===== config.mk =====
export PLATFORM = sky130hd
export DESIGN_NAME = ecc_lut_arbiter_flat
export DESIGN_NICKNAME = d
export VERILOG_FILES = /design/src/rtl/ecc_lut_arbiter_pkg.sv /design/src/rtl/ecc_lut_arbiter_if.sv /design/src/rtl/ecc_rr_arb2.sv /design/src/rtl/ecc_lut_arbiter.sv /design/src/flat_wrapper.sv
export SDC_FILE = /design/constraint.sdc
export NUM_CORES = 1
export LEC_CHECK = 0
export CAP_MARGIN = 10
export CORE_MARGIN = 2
export CORE_UTILIZATION = 26
export DETAILED_ROUTE_END_ITERATION = 8
export SYNTH_ARGS = -nofsm -noshare
export SYNTH_HDL_FRONTEND = slang
export SYNTH_SLANG_ARGS = --single-unit

===== constraint.sdc =====
create_clock -name clk -period 3.37 [get_ports clk]
set_clock_uncertainty 0.05 [all_clocks]
set_input_delay 0.5055 -clock clk [delete_from_list [all_inputs] [get_ports clk]]
set_output_delay 0.5055 -clock clk [all_outputs]
set_load 0.01 [all_outputs]

===== src/rtl/ecc_lut_arbiter_pkg.sv =====
// rtl/ecc_lut_arbiter_pkg.sv - shared types, defaults and LUT load mask for the ECC LUT arbiter
package ecc_lut_arbiter_pkg;

  localparam int DEF_DATA_W = 8;

  typedef enum logic [0:0] {
    ST_INIT = 1'b0,
    ST_RUN  = 1'b1
  } state_e;

  typedef logic req_id_t;

  typedef struct packed {
    logic    vld;
    req_id_t id;
  } tag_t;

  // Bit a set iff table entry a is loaded; entries 0,1,2,5 are holes.
  localparam logic [255:0] LUT_MAP_MASK = {{248{1'b1}}, 8'hD8};

  function automatic logic lut_loaded(input logic [7:0] addr);
    return LUT_MAP_MASK[addr];
  endfunction

endpackage


===== src/rtl/ecc_lut_arbiter_if.sv =====
// rtl/ecc_lut_arbiter_if.sv - requester, response and shared-LUT signal bundle (LUT_HOLE_FLAG_EN adds miss flags)
interface ecc_lut_arbiter_if #(
  parameter int DATA_W = 8
) ();

  logic              req0_valid;
  logic              req1_valid;
  logic [DATA_W-1:0] req0_data;
  logic [DATA_W-1:0] req1_data;
  logic              req0_ready;
  logic              req1_ready;
  logic              rsp0_valid;
  logic              rsp1_valid;
  logic [DATA_W-1:0] rsp0_data;
  logic [DATA_W-1:0] rsp1_data;
  logic              lut_reset;
  logic [DATA_W-1:0] lut_addr;
  logic [DATA_W-1:0] lut_data;
  logic              busy;
`ifdef LUT_HOLE_FLAG_EN
  logic              rsp0_miss;
  logic              rsp1_miss;

  modport slave (
    input  req0_valid, req1_valid, req0_data, req1_data, lut_data,
    output req0_ready, req1_ready, rsp0_valid, rsp1_valid, rsp0_data, rsp1_data,
    output lut_reset, lut_addr, busy, rsp0_miss, rsp1_miss
  );

  modport master (
    output req0_valid, req1_valid, req0_data, req1_data, lut_data,
    input  req0_ready, req1_ready, rsp0_valid, rsp1_valid, rsp0_data, rsp1_data,
    input  lut_reset, lut_addr, busy, rsp0_miss, rsp1_miss
  );
`else
  modport slave (
    input  req0_valid, req1_valid, req0_data, req1_data, lut_data,
    output req0_ready, req1_ready, rsp0_valid, rsp1_valid, rsp0_data, rsp1_data,
    output lut_reset, lut_addr, busy
  );

  modport master (
    output req0_valid, req1_valid, req0_data, req1_data, lut_data,
    input  req0_ready, req1_ready, rsp0_valid, rsp1_valid, rsp0_data, rsp1_data,
    input  lut_reset, lut_addr, busy
  );
`endif

endinterface


===== src/rtl/ecc_rr_arb2.sv =====
// rtl/ecc_rr_arb2.sv - two-requester round-robin grant with internal priority pointer
module ecc_rr_arb2
  import ecc_lut_arbiter_pkg::*;
(
  input  logic       clk,
  input  logic       reset,
  input  logic       en,
  input  logic [1:0] valid,
  output logic [1:0] gnt
);

  req_id_t ptr_q, ptr_d;

  always_comb begin
    gnt   = 2'b00;
    ptr_d = ptr_q;
    if (en) begin
      if (valid == 2'b11) begin
        gnt = (ptr_q == 1'b1) ? 2'b10 : 2'b01;
      end else begin
        gnt = valid;
      end
    end
    // Favour whoever was just passed over; hold when nothing transfers.
    if (gnt[0]) begin
      ptr_d = 1'b1;
    end else if (gnt[1]) begin
      ptr_d = 1'b0;
    end
  end

  always_ff @(posedge clk) begin
    if (!reset) begin
      ptr_q <= 1'b0;
    end else begin
      ptr_q <= ptr_d;
    end
  end

endmodule


===== src/rtl/ecc_lut_arbiter.sv =====
// rtl/ecc_lut_arbiter.sv - shares one registered LUT between two requesters; LUT_HOLE_FLAG_EN adds per-response miss flags
module ecc_lut_arbiter
  import ecc_lut_arbiter_pkg::*;
#(
  parameter int DATA_W      = DEF_DATA_W,
  parameter int INIT_CYCLES = 2
) (
  input  logic                clk,
  input  logic                reset,
  ecc_lut_arbiter_if.slave    bus
);

  state_e            state_q, state_d;
  logic [3:0]        cnt_q, cnt_d;
  tag_t              tag_q, tag_d;
  logic              rsp0_valid_q, rsp0_valid_d;
  logic              rsp1_valid_q, rsp1_valid_d;
  logic [DATA_W-1:0] rsp0_data_q, rsp0_data_d;
  logic [DATA_W-1:0] rsp1_data_q, rsp1_data_d;
  logic              run;
  logic [1:0]        gnt;

  always_comb begin
    state_d = state_q;
    cnt_d   = cnt_q;
    if (state_q == ST_INIT) begin
      if (cnt_q == 4'(INIT_CYCLES - 1)) begin
        state_d = ST_RUN;
      end else begin
        cnt_d = cnt_q + 4'd1;
      end
    end
  end

  // Outputs are qualified by reset directly so the reset values appear
  // in the very first cycle reset is low, before the flops have cleared.
  assign run = reset && (state_q == ST_RUN);

  ecc_rr_arb2 u_arb (
    .clk   (clk),
    .reset (reset),
    .en    (run),
    .valid ({bus.req1_valid, bus.req0_valid}),
    .gnt   (gnt)
  );

  always_comb begin
    tag_d.vld    = |gnt;
    tag_d.id     = gnt[1];
    rsp0_valid_d = tag_q.vld && (tag_q.id == 1'b0);
    rsp1_valid_d = tag_q.vld && (tag_q.id == 1'b1);
    rsp0_data_d  = rsp0_valid_d ? bus.lut_data : rsp0_data_q;
    rsp1_data_d  = rsp1_valid_d ? bus.lut_data : rsp1_data_q;
  end

  always_ff @(posedge clk) begin
    if (!reset) begin
      state_q      <= ST_INIT;
      cnt_q        <= 4'd0;
      tag_q        <= '0;
      rsp0_valid_q <= 1'b0;
      rsp1_valid_q <= 1'b0;
      rsp0_data_q  <= '0;
      rsp1_data_q  <= '0;
    end else begin
      state_q      <= state_d;
      cnt_q        <= cnt_d;
      tag_q        <= tag_d;
      rsp0_valid_q <= rsp0_valid_d;
      rsp1_valid_q <= rsp1_valid_d;
      rsp0_data_q  <= rsp0_data_d;
      rsp1_data_q  <= rsp1_data_d;
    end
  end

  assign bus.req0_ready = gnt[0];
  assign bus.req1_ready = gnt[1];
  assign bus.lut_addr   = gnt[0] ? bus.req0_data : (gnt[1] ? bus.req1_data : '0);
  assign bus.lut_reset  = !run;
  assign bus.busy       = !run || tag_q.vld;
  assign bus.rsp0_valid = reset && rsp0_valid_q;
  assign bus.rsp1_valid = reset && rsp1_valid_q;
  assign bus.rsp0_data  = reset ? rsp0_data_q : '0;
  assign bus.rsp1_data  = reset ? rsp1_data_q : '0;

`ifdef LUT_HOLE_FLAG_EN
  logic [DATA_W-1:0] addr_q, addr_d;
  logic              miss0_q, miss0_d;
  logic              miss1_q, miss1_d;

  // The address rides one cycle behind the grant so the hole lookup lines up with lut_data.
  always_comb begin
    addr_d  = bus.lut_addr;
    miss0_d = rsp0_valid_d ? !lut_loaded(8'(addr_q)) : miss0_q;
    miss1_d = rsp1_valid_d ? !lut_loaded(8'(addr_q)) : miss1_q;
  end

  always_ff @(posedge clk) begin
    if (!reset) begin
      addr_q  <= '0;
      miss0_q <= 1'b0;
      miss1_q <= 1'b0;
    end else begin
      addr_q  <= addr_d;
      miss0_q <= miss0_d;
      miss1_q <= miss1_d;
    end
  end

  assign bus.rsp0_miss = reset && miss0_q;
  assign bus.rsp1_miss = reset && miss1_q;
`endif

endmodule


===== src/flat_wrapper.sv =====
// flat-port wrapper written by rule: the top's interface ports become plain ports
module ecc_lut_arbiter_flat import ecc_lut_arbiter_pkg::*;
#(
  parameter int DATA_W      = DEF_DATA_W,
  parameter int INIT_CYCLES = 2
)
  (clk, reset, bus_req0_valid, bus_req1_valid, bus_req0_data, bus_req1_data, bus_lut_data, bus_req0_ready, bus_req1_ready, bus_rsp0_valid, bus_rsp1_valid, bus_rsp0_data, bus_rsp1_data, bus_lut_reset, bus_lut_addr, bus_busy);
  ecc_lut_arbiter_if #(.DATA_W(DATA_W)) bus_i ();
  input  logic clk;
  input  logic reset;
  input wire logic [$bits(bus_i.req0_valid)-1:0] bus_req0_valid;
  input wire logic [$bits(bus_i.req1_valid)-1:0] bus_req1_valid;
  input wire logic [$bits(bus_i.req0_data)-1:0] bus_req0_data;
  input wire logic [$bits(bus_i.req1_data)-1:0] bus_req1_data;
  input wire logic [$bits(bus_i.lut_data)-1:0] bus_lut_data;
  output wire logic [$bits(bus_i.req0_ready)-1:0] bus_req0_ready;
  output wire logic [$bits(bus_i.req1_ready)-1:0] bus_req1_ready;
  output wire logic [$bits(bus_i.rsp0_valid)-1:0] bus_rsp0_valid;
  output wire logic [$bits(bus_i.rsp1_valid)-1:0] bus_rsp1_valid;
  output wire logic [$bits(bus_i.rsp0_data)-1:0] bus_rsp0_data;
  output wire logic [$bits(bus_i.rsp1_data)-1:0] bus_rsp1_data;
  output wire logic [$bits(bus_i.lut_reset)-1:0] bus_lut_reset;
  output wire logic [$bits(bus_i.lut_addr)-1:0] bus_lut_addr;
  output wire logic [$bits(bus_i.busy)-1:0] bus_busy;
  assign bus_i.req0_valid = bus_req0_valid;
  assign bus_i.req1_valid = bus_req1_valid;
  assign bus_i.req0_data = bus_req0_data;
  assign bus_i.req1_data = bus_req1_data;
  assign bus_i.lut_data = bus_lut_data;
  assign bus_req0_ready = bus_i.req0_ready;
  assign bus_req1_ready = bus_i.req1_ready;
  assign bus_rsp0_valid = bus_i.rsp0_valid;
  assign bus_rsp1_valid = bus_i.rsp1_valid;
  assign bus_rsp0_data = bus_i.rsp0_data;
  assign bus_rsp1_data = bus_i.rsp1_data;
  assign bus_lut_reset = bus_i.lut_reset;
  assign bus_lut_addr = bus_i.lut_addr;
  assign bus_busy = bus_i.busy;
  ecc_lut_arbiter #(.DATA_W(DATA_W), .INIT_CYCLES(INIT_CYCLES)) u_core (.clk(clk), .reset(reset), .bus(bus_i));
endmodule

==> results of run 1 <==
==> worst reg2reg max path: stages, from the launching register on <==
cell,delay (ns)
dfxtp_1,0.41
ha_1,0.21
nor3b_1,0.29
nor2_1,0.14
o221a_1,0.26
==> metrics by stage <==
step           power [mW]  utilization [%]  instances  worst slack (ns)
3_3_place_gp        0.596             42.9        212             0.561
6_report            0.762             43.9        215             0.537
2_1_floorplan       0.495                -        107              1.55
3_5_place_dp        0.607             42.9        212             0.524
4_1_cts             0.773             43.9        215             0.517
5_1_grt             0.809             43.9        215             0.413
==> flip-flops by register name, indices dropped and copies added (netlist names) <==
name,cells
u_core.cnt_q,4
u_core.rsp0_data_q,8
u_core.rsp0_valid_q,1
u_core.rsp1_data_q,8
u_core.rsp1_valid_q,1
u_core.state_q,1
u_core.tag_q,2
u_core.u_arb.ptr_q,1
==> cells in the final DEF (no fill, tap or decap) <==
master	count
inv_1	2
nand2_2	1
nor3b_1	2
nand3_1	2
nand2_1	3
or2b_1	1
a21oi_1	2
nor2b_1	1
clkdlybuf4s50_1	57
inv_2	2
a211o_1	1
a22o_1	8
o22a_1	16
o221a_1	1
nor3b_4	1
mux2i_1	1
nand4b_1	1
clkinv_1	1
a311oi_1	1
xnor2_1	1
a21oi_2	1
ha_1	2
nor2_1	3
buf_4	1
nand2b_1	3
nand3b_1	1
and2_1	18
dfxtp_1	26
or2_1	2
clkbuf_8	3
==> logic make-up (layout without fill, tap and decap cells) <==
family / count (synthesis) / after routing / synth area share (%)
mux: 1 / 1 / 0.910
simple gates: 39 / 39 / 22.4
buf+inv: 8 / 66 / 2.84
fa+ha+maj: 2 / 2 / 2.27
xor+xnor: 1 / 1 / 0.797
flops: 26 / 26 / 47.3
compound gates: 30 / 30 / 23.4
==> power by group <==
| part | total [mW] | switching [mW] | leakage, nW | internal [mW] |
|---|---|---|---|---|
| sequential | 0.377 | 0.0312 | 0.211 | 0.346 |
| clock | 0.165 | 0.0851 | 0.0216 | 0.0797 |
| combinational | 0.220 | 0.0926 | 0.436 | 0.127 |
==> routing by layer <==
metal	track usage (%)	vias to the layer above	routed length (µm)
met4	3.92	0	17
met5	0	-	0
met3	3.07	2	230
met1	14.6	495	1220
met2	22.2	51	1460
li1	-	508	-
==> path summary, 6_finish.rpt <==
check / from / end / slack, ns / depth (start not counted)
worst max-delay path: bus_req0_valid / bus_lut_addr[3] / 0.54 / 5
worst min register to register: u_core.cnt_q[2] / u_core.cnt_q[2] / 0.45 / 2
worst max register to register: u_core.cnt_q[0] / u_core.cnt_q[1] / 1.92 / 4
worst min-delay path: u_core.cnt_q[2] / u_core.cnt_q[2] / 0.45 / 2
==> cell type report <==
cell class / count / area (µm²) / share of cell area, %
sequential: 26 / 520 / 29.4
inverter: 5 / 18.8 / 1.06
clock buffer: 3 / 41.3 / 2.33
tap: 50 / 62.6 / 3.54
timing repair buffer: 58 / 578 / 32.7
multi-input combinational: 73 / 548 / 31.0
==> impl_metrics.prom, run 1 <==
# TYPE chip_impl_metric gauge
chip_impl_metric{name="insertedDiodeCount",unit=""} 0
chip_impl_info{name="yosysMostFrequentCell",value="dfxtp_1"} 1
chip_impl_metric{name="post_synth_inst_count",unit=""} 107
chip_impl_metric{name="vias_per_cell",unit=""} 4.91
chip_impl_metric{name="hold_violations",unit=""} 0
chip_impl_metric{name="cts.hold.buffers_added",unit=""} 0
chip_impl_metric{name="hpwlAfterDp",unit="µm"} 2250
chip_impl_metric{name="critical_path_required",unit="ns"} 2.81
chip_impl_metric{name="critPathArrivalTime",unit="ns"} 2.28
chip_impl_metric{name="num_rows",unit=""} 23
chip_impl_info{name="cp_cell_sequence",value="clkdlybuf4s50_1 -> nor2b_1 -> nor3b_4 -> a22o_1 -> clkdlybuf4s50_1"} 1
chip_impl_metric{name="max-cap-violations",unit=""} 0
chip_impl_info{name="synth_top_cell_by_area",value="dfxtp_1"} 1
chip_impl_metric{name="die-height",unit="µm"} 69.0
chip_impl_metric{name="grt.total_usage",unit="%"} 12.5
chip_impl_metric{name="timing.critical_path.slowest_cell_delay",unit="ns"} 0.54
chip_impl_metric{name="power.ir.vdd_worst",unit="µV"} 170
chip_impl_metric{name="final.fill_count",unit=""} 381
chip_impl_metric{name="p_leak",unit="nW"} 0.668
chip_impl_metric{name="ioPinCount",unit=""} 58
chip_impl_metric{name="final_net_count",unit=""} 197
chip_impl_metric{name="finalSetupViolCount",unit=""} 0
chip_impl_metric{name="initial_utilization",unit="%"} 27.3
chip_impl_metric{name="place.gp.congestion",unit=""} 0.734
chip_impl_metric{name="finalInstanceArea",unit="µm²"} 1770
chip_impl_metric{name="detail_route.first_pass.iterations",unit=""} 4
chip_impl_metric{name="path_buf_inv",unit=""} 2
chip_impl_metric{name="grt_first_pass_wirelength",unit="µm"} 4910
chip_impl_metric{name="cts_resized",unit=""} 0
chip_impl_metric{name="pwr_density_cell",unit="nW/µm²"} 431
chip_impl_metric{name="clock_latency",unit="ns"} 0.26
chip_impl_info{name="crit_slowest_cell",value="clkdlybuf4s50_1"} 1
chip_impl_metric{name="number_of_buffers_on_the_longest_clock_path",unit=""} 2
chip_impl_metric{name="synth_seq_cells",unit=""} 26
chip_impl_metric{name="globalRouteOverflowTotal",unit=""} 0
chip_impl_metric{name="mappedNetlistNets",unit=""} 137
chip_impl_metric{name="synth-async-reset-ratio",unit="%"} 0
chip_impl_info{name="timing.critical_path.to_type",value="output port"} 1
chip_impl_metric{name="cp_max_fo",unit=""} 10
chip_impl_metric{name="max_clock_freq",unit="MHz"} 353
chip_impl_metric{name="first_global_vias",unit=""} 1044
chip_impl_metric{name="fp.coreArea",unit="µm²"} 4030
chip_impl_metric{name="wl",unit="µm"} 2920
chip_impl_metric{name="netlist-cell-type-count",unit=""} 30
chip_impl_metric{name="grt_start_max_net_pins",unit=""} 25
chip_impl_info{name="worst_setup_path_start_kind",value="input pin"} 1
chip_impl_metric{name="post_route_cells_drive_above_1_share",unit="%"} 5.45
chip_impl_metric{name="drt-initial-drc-count",unit=""} 24
chip_impl_info{name="postSynth.topFlopCell",value="dfxtp_1"} 1
chip_impl_metric{name="syn2layout_area_growth",unit="%"} 60.9
chip_impl_metric{name="synthesis.area_per_instance",unit="µm²"} 10.3
chip_impl_metric{name="wl_per_cell",unit="µm"} 13.6
chip_impl_info{name="outcome",value="finished clean"} 1
chip_impl_metric{name="synth_sequential_area_ratio",unit="%"} 47.3
chip_impl_metric{name="slew_violations",unit=""} 0
chip_impl_metric{name="cts_made_buffers",unit=""} 3
chip_impl_metric{name="synth.cell_area",unit="µm²"} 1100
chip_impl_metric{name="cts-htree-levels",unit=""} 1
chip_impl_metric{name="worstMarginPinSlew",unit="ns"} 0.410
chip_impl_info{name="cts_tree",value="done"} 1
chip_impl_metric{name="fin_hold_ws",unit="ns"} 0.454
chip_impl_metric{name="numClockSinks",unit=""} 26
chip_impl_metric{name="via_count",unit=""} 1056
chip_impl_metric{name="drcViolationCount",unit=""} 0
chip_impl_metric{name="post_cts.repair.setup_buffers",unit=""} 0
chip_impl_info{name="synth_top_cells_by_area",value="dfxtp_1, o22a_1, and2_1"} 1
chip_impl_metric{name="ant_nets",unit=""} 0
chip_impl_info{name="worst-setup-path-type",value="in2out"} 1
chip_impl_info{name="clock_tree.root_cell",value="clkbuf_8"} 1
chip_impl_metric{name="period_needed",unit="ns"} 2.83
chip_impl_metric{name="worst_slew_margin_rel",unit="%"} 72.7
chip_impl_metric{name="detailed_place.area",unit="µm²"} 1730
chip_impl_metric{name="antenna_found_initial",unit=""} 0
chip_impl_metric{name="cts_clk_pin_slew_worst_paths",unit="ns"} 0.08
chip_impl_metric{name="synth_edf_count",unit=""} 0
chip_impl_metric{name="buffer_ports.inserted",unit=""} 57
chip_impl_metric{name="synth_largest_type_area_fraction",unit="%"} 47.3
chip_impl_metric{name="full_die_area",unit="µm²"} 4770
chip_impl_info{name="rsz0062_at_grt",value="false"} 1
chip_impl_info{name="synth_commonest_cells",value="dfxtp_1, and2_1, o22a_1"} 1
chip_impl_info{name="worst_hold_path_type",value="reg2reg"} 1
chip_impl_metric{name="part_of_the_cycle_the_worst_path_needs",unit="%"} 84.1
chip_impl_info{name="worst_path_most_repeated_cell",value="clkdlybuf4s50_1"} 1
chip_impl_metric{name="synthesis.yosys.warnings",unit=""} 0
chip_impl_info{name="timing.critical_path.max_delay_family",value="buffers and inverters"} 1
chip_impl_metric{name="setup_tns",unit="ns"} 0
chip_impl_metric{name="die-width",unit="µm"} 69.0
Power figures use the tool's default switching activity.
==> run 2, diff against run 1 <==
clock period = 2.87 ns   (was 3.37 ns; I/O delays follow)
==> impl_metrics.prom, run 2 (synthesis results as in run 1) <==
# TYPE chip_impl_metric gauge
chip_impl_metric{name="worst-r2r-cell-count",unit=""} 4
chip_impl_metric{name="critPathArrivalTime",unit="ns"} 2.23
chip_impl_metric{name="holdPathStages",unit=""} 2
chip_impl_metric{name="die-width",unit="µm"} 69.0
chip_impl_metric{name="multiInputGateArea",unit="µm²"} 548
chip_impl_info{name="cts_tree",value="done"} 1
chip_impl_metric{name="pwr_density_cell",unit="nW/µm²"} 519
chip_impl_metric{name="ant_nets",unit=""} 0
chip_impl_metric{name="part_of_the_cycle_the_worst_path_needs",unit="%"} 94.5
chip_impl_metric{name="finalSetupViolCount",unit=""} 0
chip_impl_info{name="rsz0062_at_grt",value="false"} 1
chip_impl_metric{name="ioPinCount",unit=""} 58
chip_impl_info{name="worst_setup_path_start_kind",value="input pin"} 1
chip_impl_metric{name="cts_resized",unit=""} 0
chip_impl_info{name="worst_hold_path_type",value="reg2reg"} 1
chip_impl_metric{name="grt_first_pass_wirelength",unit="µm"} 4710
chip_impl_info{name="leading_cell_type_in_the_layout_fill_and_taps_excluded",value="clkdlybuf4s50_1"} 1
chip_impl_metric{name="utilization",unit="%"} 44.3
chip_impl_metric{name="cts.hold.buffers_added",unit=""} 0
chip_impl_metric{name="drcViolationCount",unit=""} 0
chip_impl_metric{name="initial_utilization",unit="%"} 27.3
chip_impl_metric{name="number_of_buffers_on_the_longest_clock_path",unit=""} 2
chip_impl_metric{name="place.gp.congestion",unit=""} 0.718
chip_impl_metric{name="setup_tns",unit="ns"} 0
chip_impl_metric{name="report.power.total",unit="mW"} 0.925
chip_impl_metric{name="globalRouteMet2Util",unit="%"} 20.4
chip_impl_metric{name="vias_per_cell",unit=""} 4.65
chip_impl_info{name="min_from",value="u_core.cnt_q[2]"} 1
chip_impl_metric{name="numClockSinks",unit=""} 26
chip_impl_metric{name="die-height",unit="µm"} 69.0
chip_impl_metric{name="slew_violations",unit=""} 0
chip_impl_metric{name="fp.coreArea",unit="µm²"} 4030
chip_impl_info{name="rr_endpoint",value="u_core.cnt_q[1]"} 1
chip_impl_metric{name="critical_path_required",unit="ns"} 2.39
chip_impl_metric{name="insertedDiodeCount",unit=""} 0
chip_impl_info{name="crit_slowest_cell",value="clkdlybuf4s50_1"} 1
chip_impl_metric{name="num_rows",unit=""} 23
chip_impl_metric{name="global_route.usage.met3",unit="%"} 3.95
chip_impl_metric{name="syn2layout_area_growth",unit="%"} 62.1
chip_impl_info{name="biggestRegsByFlops",value="u_core.rsp0_data_q: 8 flops, u_core.rsp1_data_q: 8 flops, u_core.cnt_q: 4 flops"} 1
chip_impl_metric{name="fin_hold_ws",unit="ns"} 0.458
chip_impl_metric{name="grt_use_met1",unit="%"} 14.3
chip_impl_metric{name="wl_per_cell",unit="µm"} 12.6
chip_impl_metric{name="worstMarginPinSlew",unit="ns"} 0.411
chip_impl_info{name="final_cell_mix",value="clkdlybuf4s50_1, dfxtp_1, and2_1"} 1
chip_impl_metric{name="detail_route.first_pass.iterations",unit=""} 4
chip_impl_info{name="timing.critical_path.to_type",value="output port"} 1
chip_impl_metric{name="post_cts.repair.setup_buffers",unit=""} 0
chip_impl_metric{name="buffer_ports.inserted",unit=""} 57
chip_impl_metric{name="ff_latch_area",unit="µm²"} 520
chip_impl_info{name="outcome",value="finished clean"} 1
chip_impl_metric{name="globalRouteOverflowTotal",unit=""} 0
chip_impl_metric{name="drt-initial-drc-count",unit=""} 31
chip_impl_metric{name="worst_slew_margin_rel",unit="%"} 72.6
chip_impl_metric{name="full_die_area",unit="µm²"} 4770
chip_impl_metric{name="hold_violations",unit=""} 0
chip_impl_metric{name="final_net_count",unit=""} 197
chip_impl_metric{name="hpwlAfterDp",unit="µm"} 2140
chip_impl_metric{name="p_leak",unit="nW"} 0.676
chip_impl_info{name="cp_cell_sequence",value="clkdlybuf4s50_1 -> nand2_2 -> nor3b_4 -> a22o_1 -> clkdlybuf4s50_1"} 1
chip_impl_metric{name="reg2reg_setup_slack",unit="ns"} 1.46
chip_impl_metric{name="finalInstanceArea",unit="µm²"} 1780
chip_impl_metric{name="max-cap-violations",unit=""} 0
chip_impl_metric{name="antenna_found_initial",unit=""} 0
chip_impl_metric{name="period_needed",unit="ns"} 2.71
chip_impl_metric{name="cp_max_fo",unit=""} 10
chip_impl_info{name="worst_path_most_repeated_cell",value="clkdlybuf4s50_1"} 1
chip_impl_metric{name="grt.total_usage",unit="%"} 11.9
chip_impl_metric{name="clock_latency",unit="ns"} 0.26
chip_impl_metric{name="post_route_cells_drive_above_1_share",unit="%"} 6.02
chip_impl_metric{name="first_global_vias",unit=""} 1031
chip_impl_info{name="timing.critical_path.max_delay_family",value="buffers and inverters"} 1
chip_impl_info{name="worst-setup-path-type",value="in2out"} 1
chip_impl_metric{name="cts-htree-levels",unit=""} 1
chip_impl_metric{name="power.ir.vdd_worst",unit="µV"} 222
chip_impl_metric{name="wl",unit="µm"} 2730
chip_impl_metric{name="grt_start_max_net_pins",unit=""} 22
chip_impl_metric{name="detailed_place.area",unit="µm²"} 1730
chip_impl_metric{name="final.fill_count",unit=""} 384
chip_impl_info{name="r2r-start",value="u_core.cnt_q[0]"} 1
chip_impl_info{name="grt_most_used_layer",value="met2"} 1
chip_impl_info{name="clock_tree.root_cell",value="clkbuf_8"} 1
chip_impl_metric{name="timing.critical_path.slowest_cell_delay",unit="ns"} 0.57
chip_impl_metric{name="cts_clk_pin_slew_worst_paths",unit="ns"} 0.09
chip_impl_metric{name="cts_made_buffers",unit=""} 3
chip_impl_info{name="hold_path_end",value="u_core.cnt_q[2]"} 1
chip_impl_metric{name="via_count",unit=""} 1004
chip_impl_metric{name="path_buf_inv",unit=""} 2
chip_impl_metric{name="max_clock_freq",unit="MHz"} 369
==> run 2: metal layers <==
metal / vias to the layer above / wire length [µm]
li1: 503 / -
met1: 449 / 1200
met2: 52 / 1260
met3: 0 / 270
met4: 0 / 0
met5: - / 0
==> run 2: metrics by stage <==
step	instances	setup slack, ns
after floorplan	107	1.20
after global placement	212	0.166
after detailed placement	212	0.143
after CTS	216	0.135
after global routing	216	0.00775
final	216	0.158
==> run 2: layout make-up <==
cell class / count / share of cell area [%]
repair buffers: 58 / 32.4
multi-input cells: 73 / 30.7
flip-flops and latches: 26 / 29.2
well taps: 50 / 3.51
clock buffers: 4 / 3.09
inverters: 5 / 1.05
==> run 2: tightest hold or removal path: stages (launching register included) <==
cell and delay [ns]:
dfxtp_1 0.34, nand2_1 0.07, a21oi_1 0.06
==> run 2: worst max-delay path by stage <==
stage | from | end | slack [ns] | cells after the start
4_1_cts | reset | bus_lut_addr[2] | 0.13 | 5
3_5_place_dp | reset | bus_lut_addr[3] | 0.14 | 5
3_3_place_gp | reset | bus_lut_addr[4] | 0.17 | 5
2_1_floorplan | bus_req0_valid | bus_lut_addr[0] | 1.20 | 3
5_1_grt | reset | bus_lut_addr[4] | 0.008 | 5
6_report | reset | bus_lut_addr[2] | 0.16 | 5
==> run 2: power by group <==
part | switching (mW) | total, mW | internal, mW
sequential | 0.0349 | 0.441 | 0.406
combinational | 0.105 | 0.253 | 0.149
clock | 0.108 | 0.231 | 0.122
total | 0.248 | 0.925 | 0.677
==> run 3, diff against run 2 <==
SLEW_MARGIN = 20   (was default)
clock period = 3.4 ns   (was 2.87 ns; I/O delays follow)
==> impl_metrics.prom, run 3 (synthesis results as in run 1) <==
# TYPE chip_impl_metric gauge
chip_impl_metric{name="fin_hold_ws",unit="ns"} 0.449
chip_impl_metric{name="slew_violations",unit=""} 0
chip_impl_metric{name="place.gp.congestion",unit=""} 0.734
chip_impl_info{name="worst-setup-path-type",value="in2out"} 1
chip_impl_metric{name="setup_tns",unit="ns"} 0
chip_impl_metric{name="antenna_found_initial",unit=""} 0
chip_impl_metric{name="finalSetupViolCount",unit=""} 0
chip_impl_info{name="timing.critical_path.max_delay_family",value="buffers and inverters"} 1
chip_impl_metric{name="cts_made_buffers",unit=""} 3
chip_impl_metric{name="die-height",unit="µm"} 69.0
chip_impl_metric{name="drt-initial-drc-count",unit=""} 34
chip_impl_metric{name="ant_nets",unit=""} 0
chip_impl_metric{name="cts.hold.buffers_added",unit=""} 0
chip_impl_info{name="worst_path_most_repeated_cell",value="clkdlybuf4s50_1"} 1
chip_impl_metric{name="dp.cells",unit=""} 212
chip_impl_metric{name="pwr_density_cell",unit="nW/µm²"} 428
chip_impl_info{name="worst_setup_path_start_kind",value="input pin"} 1
chip_impl_metric{name="first_global_vias",unit=""} 1045
chip_impl_info{name="biggestRegsByFlops",value="u_core.rsp0_data_q: 8 flops, u_core.rsp1_data_q: 8 flops, u_core.cnt_q: 4 flops"} 1
chip_impl_metric{name="grt.total_usage",unit="%"} 12.1
chip_impl_metric{name="power_switching_share",unit="%"} 27.6
chip_impl_info{name="leading_cell_type_in_the_layout_fill_and_taps_excluded",value="clkdlybuf4s50_1"} 1
chip_impl_metric{name="timing.critical_path.slowest_cell_delay",unit="ns"} 0.54
chip_impl_metric{name="cellInternalPower",unit="mW"} 0.548
chip_impl_metric{name="detail_route.first_pass.iterations",unit=""} 4
chip_impl_info{name="crit_slowest_cell",value="clkdlybuf4s50_1"} 1
chip_impl_metric{name="die-width",unit="µm"} 69.0
chip_impl_info{name="cp_cell_sequence",value="clkdlybuf4s50_1 -> nand2_2 -> nor3b_4 -> a22o_1 -> clkdlybuf4s50_1"} 1
chip_impl_metric{name="max-cap-violations",unit=""} 0
chip_impl_metric{name="number_of_buffers_on_the_longest_clock_path",unit=""} 2
chip_impl_metric{name="p_leak",unit="nW"} 0.668
chip_impl_metric{name="part_of_the_cycle_the_worst_path_needs",unit="%"} 83.5
chip_impl_metric{name="numClockSinks",unit=""} 26
chip_impl_metric{name="grt_start_max_net_pins",unit=""} 25
chip_impl_metric{name="wl_per_cell",unit="µm"} 13.3
chip_impl_metric{name="logic_pwr_share",unit="%"} 28.6
chip_impl_metric{name="report.power.total",unit="mW"} 0.757
chip_impl_info{name="rsz0062_at_grt",value="false"} 1
chip_impl_metric{name="via_count",unit=""} 1027
chip_impl_metric{name="vias_per_cell",unit=""} 4.78
chip_impl_metric{name="full_die_area",unit="µm²"} 4770
chip_impl_metric{name="max_clock_freq",unit="MHz"} 352
chip_impl_metric{name="cts_clk_pin_slew_worst_paths",unit="ns"} 0.08
chip_impl_metric{name="drcViolationCount",unit=""} 0
chip_impl_metric{name="grt_first_pass_wirelength",unit="µm"} 4770
chip_impl_metric{name="power.ir.vdd_worst",unit="µV"} 157
chip_impl_metric{name="worst_slew_margin_rel",unit="%"} 72.8
chip_impl_info{name="outcome",value="finished clean"} 1
chip_impl_info{name="timing.critical_path.to_type",value="output port"} 1
chip_impl_info{name="worst_hold_path_type",value="reg2reg"} 1
chip_impl_metric{name="cts-htree-levels",unit=""} 1
chip_impl_metric{name="critical_path_required",unit="ns"} 2.84
chip_impl_metric{name="hpwlAfterDp",unit="µm"} 2250
chip_impl_metric{name="ioPinCount",unit=""} 58
chip_impl_metric{name="insertedDiodeCount",unit=""} 0
chip_impl_metric{name="cp_max_fo",unit=""} 10
chip_impl_metric{name="critPathArrivalTime",unit="ns"} 2.28
chip_impl_metric{name="fp.coreArea",unit="µm²"} 4030
chip_impl_info{name="cts_tree",value="done"} 1
chip_impl_metric{name="period_needed",unit="ns"} 2.84
chip_impl_metric{name="worstMarginPinSlew",unit="ns"} 0.408
chip_impl_info{name="final_cell_mix",value="clkdlybuf4s50_1, dfxtp_1, and2_1"} 1
chip_impl_metric{name="syn2layout_area_growth",unit="%"} 60.9
chip_impl_metric{name="p_sw",unit="mW"} 0.209
chip_impl_metric{name="clock_latency",unit="ns"} 0.26
chip_impl_metric{name="wl",unit="µm"} 2860
chip_impl_metric{name="globalRouteOverflowTotal",unit=""} 0
chip_impl_metric{name="hold_violations",unit=""} 0
chip_impl_metric{name="path_buf_inv",unit=""} 2
chip_impl_metric{name="clock_power_share",unit="%"} 22.1
chip_impl_metric{name="layout.cells.non_filler",unit=""} 215
chip_impl_metric{name="num_rows",unit=""} 23
chip_impl_metric{name="final_net_count",unit=""} 197
chip_impl_info{name="clock_tree.root_cell",value="clkbuf_8"} 1
chip_impl_metric{name="cts_resized",unit=""} 0
chip_impl_metric{name="utilization",unit="%"} 43.9
chip_impl_metric{name="post_cts.repair.setup_buffers",unit=""} 0
chip_impl_metric{name="seq_power_share",unit="%"} 49.3
chip_impl_metric{name="buffer_ports.inserted",unit=""} 57
chip_impl_metric{name="post_route_cells_drive_above_1_share",unit="%"} 5.45
chip_impl_metric{name="initial_utilization",unit="%"} 27.3
-- run 3: cell types whose count changed in the layout (fill, tap and decap cells not counted), sizes merged --
cell    change
clkbuf      -1
-- run 3: metrics by stage --
stage	area, µm²	setup slack, ns
floorplan	1100	1.57
global placement	1730	0.582
detailed placement	1730	0.549
CTS	1770	0.536
global route	1770	0.432
finish	1770	0.562
-- run 3: power by group through the flow --
stage                     combinational (mW)  clock [mW]  sequential, mW
after global routing                   0.238       0.185           0.379
after detailed placement               0.221           0           0.380
after CTS                              0.222       0.172           0.373
after floorplan                        0.118           0           0.372
after global placement                 0.213           0           0.378
final                                  0.216       0.167           0.373
-- run 3: cell type report --
cell class | instances | area (µm²)
flip-flops and latches | 26 | 520
multi-input cells | 73 | 548
well taps | 50 | 62.6
inverters | 5 | 18.8
clock buffers | 3 | 41.3
fillers | 388 | 2260
repair buffers | 58 | 578
-- run 3: path summary, 6_finish.rpt --
path / end / slack [ns] / startpoint / cells after the start
min: u_core.cnt_q[2] / 0.45 / u_core.cnt_q[2] / 2
max: bus_lut_addr[3] / 0.56 / reset / 5
max reg2reg: u_core.cnt_q[1] / 1.96 / u_core.cnt_q[0] / 4
min reg2reg: u_core.cnt_q[2] / 0.45 / u_core.cnt_q[2] / 2
-- run 3: layer usage --
layer | vias to the layer above | routed length, µm | GRT usage [%] | part of all wire [%]
li1 | 505 | - | - | -
met1 | 472 | 1160 | 13.3 | 41
met2 | 48 | 1430 | 22.1 | 50
met3 | 2 | 255 | 3.65 | 8.9
met4 | 0 | 17 | 3.92 | 0.59
met5 | - | 0 | 0 | 0
-- run 3: worst min-delay path, cell delays in order (launching register included) --
cell,delay (ns)
dfxtp_1,0.34
nand2_1,0.06
a21oi_1,0.06
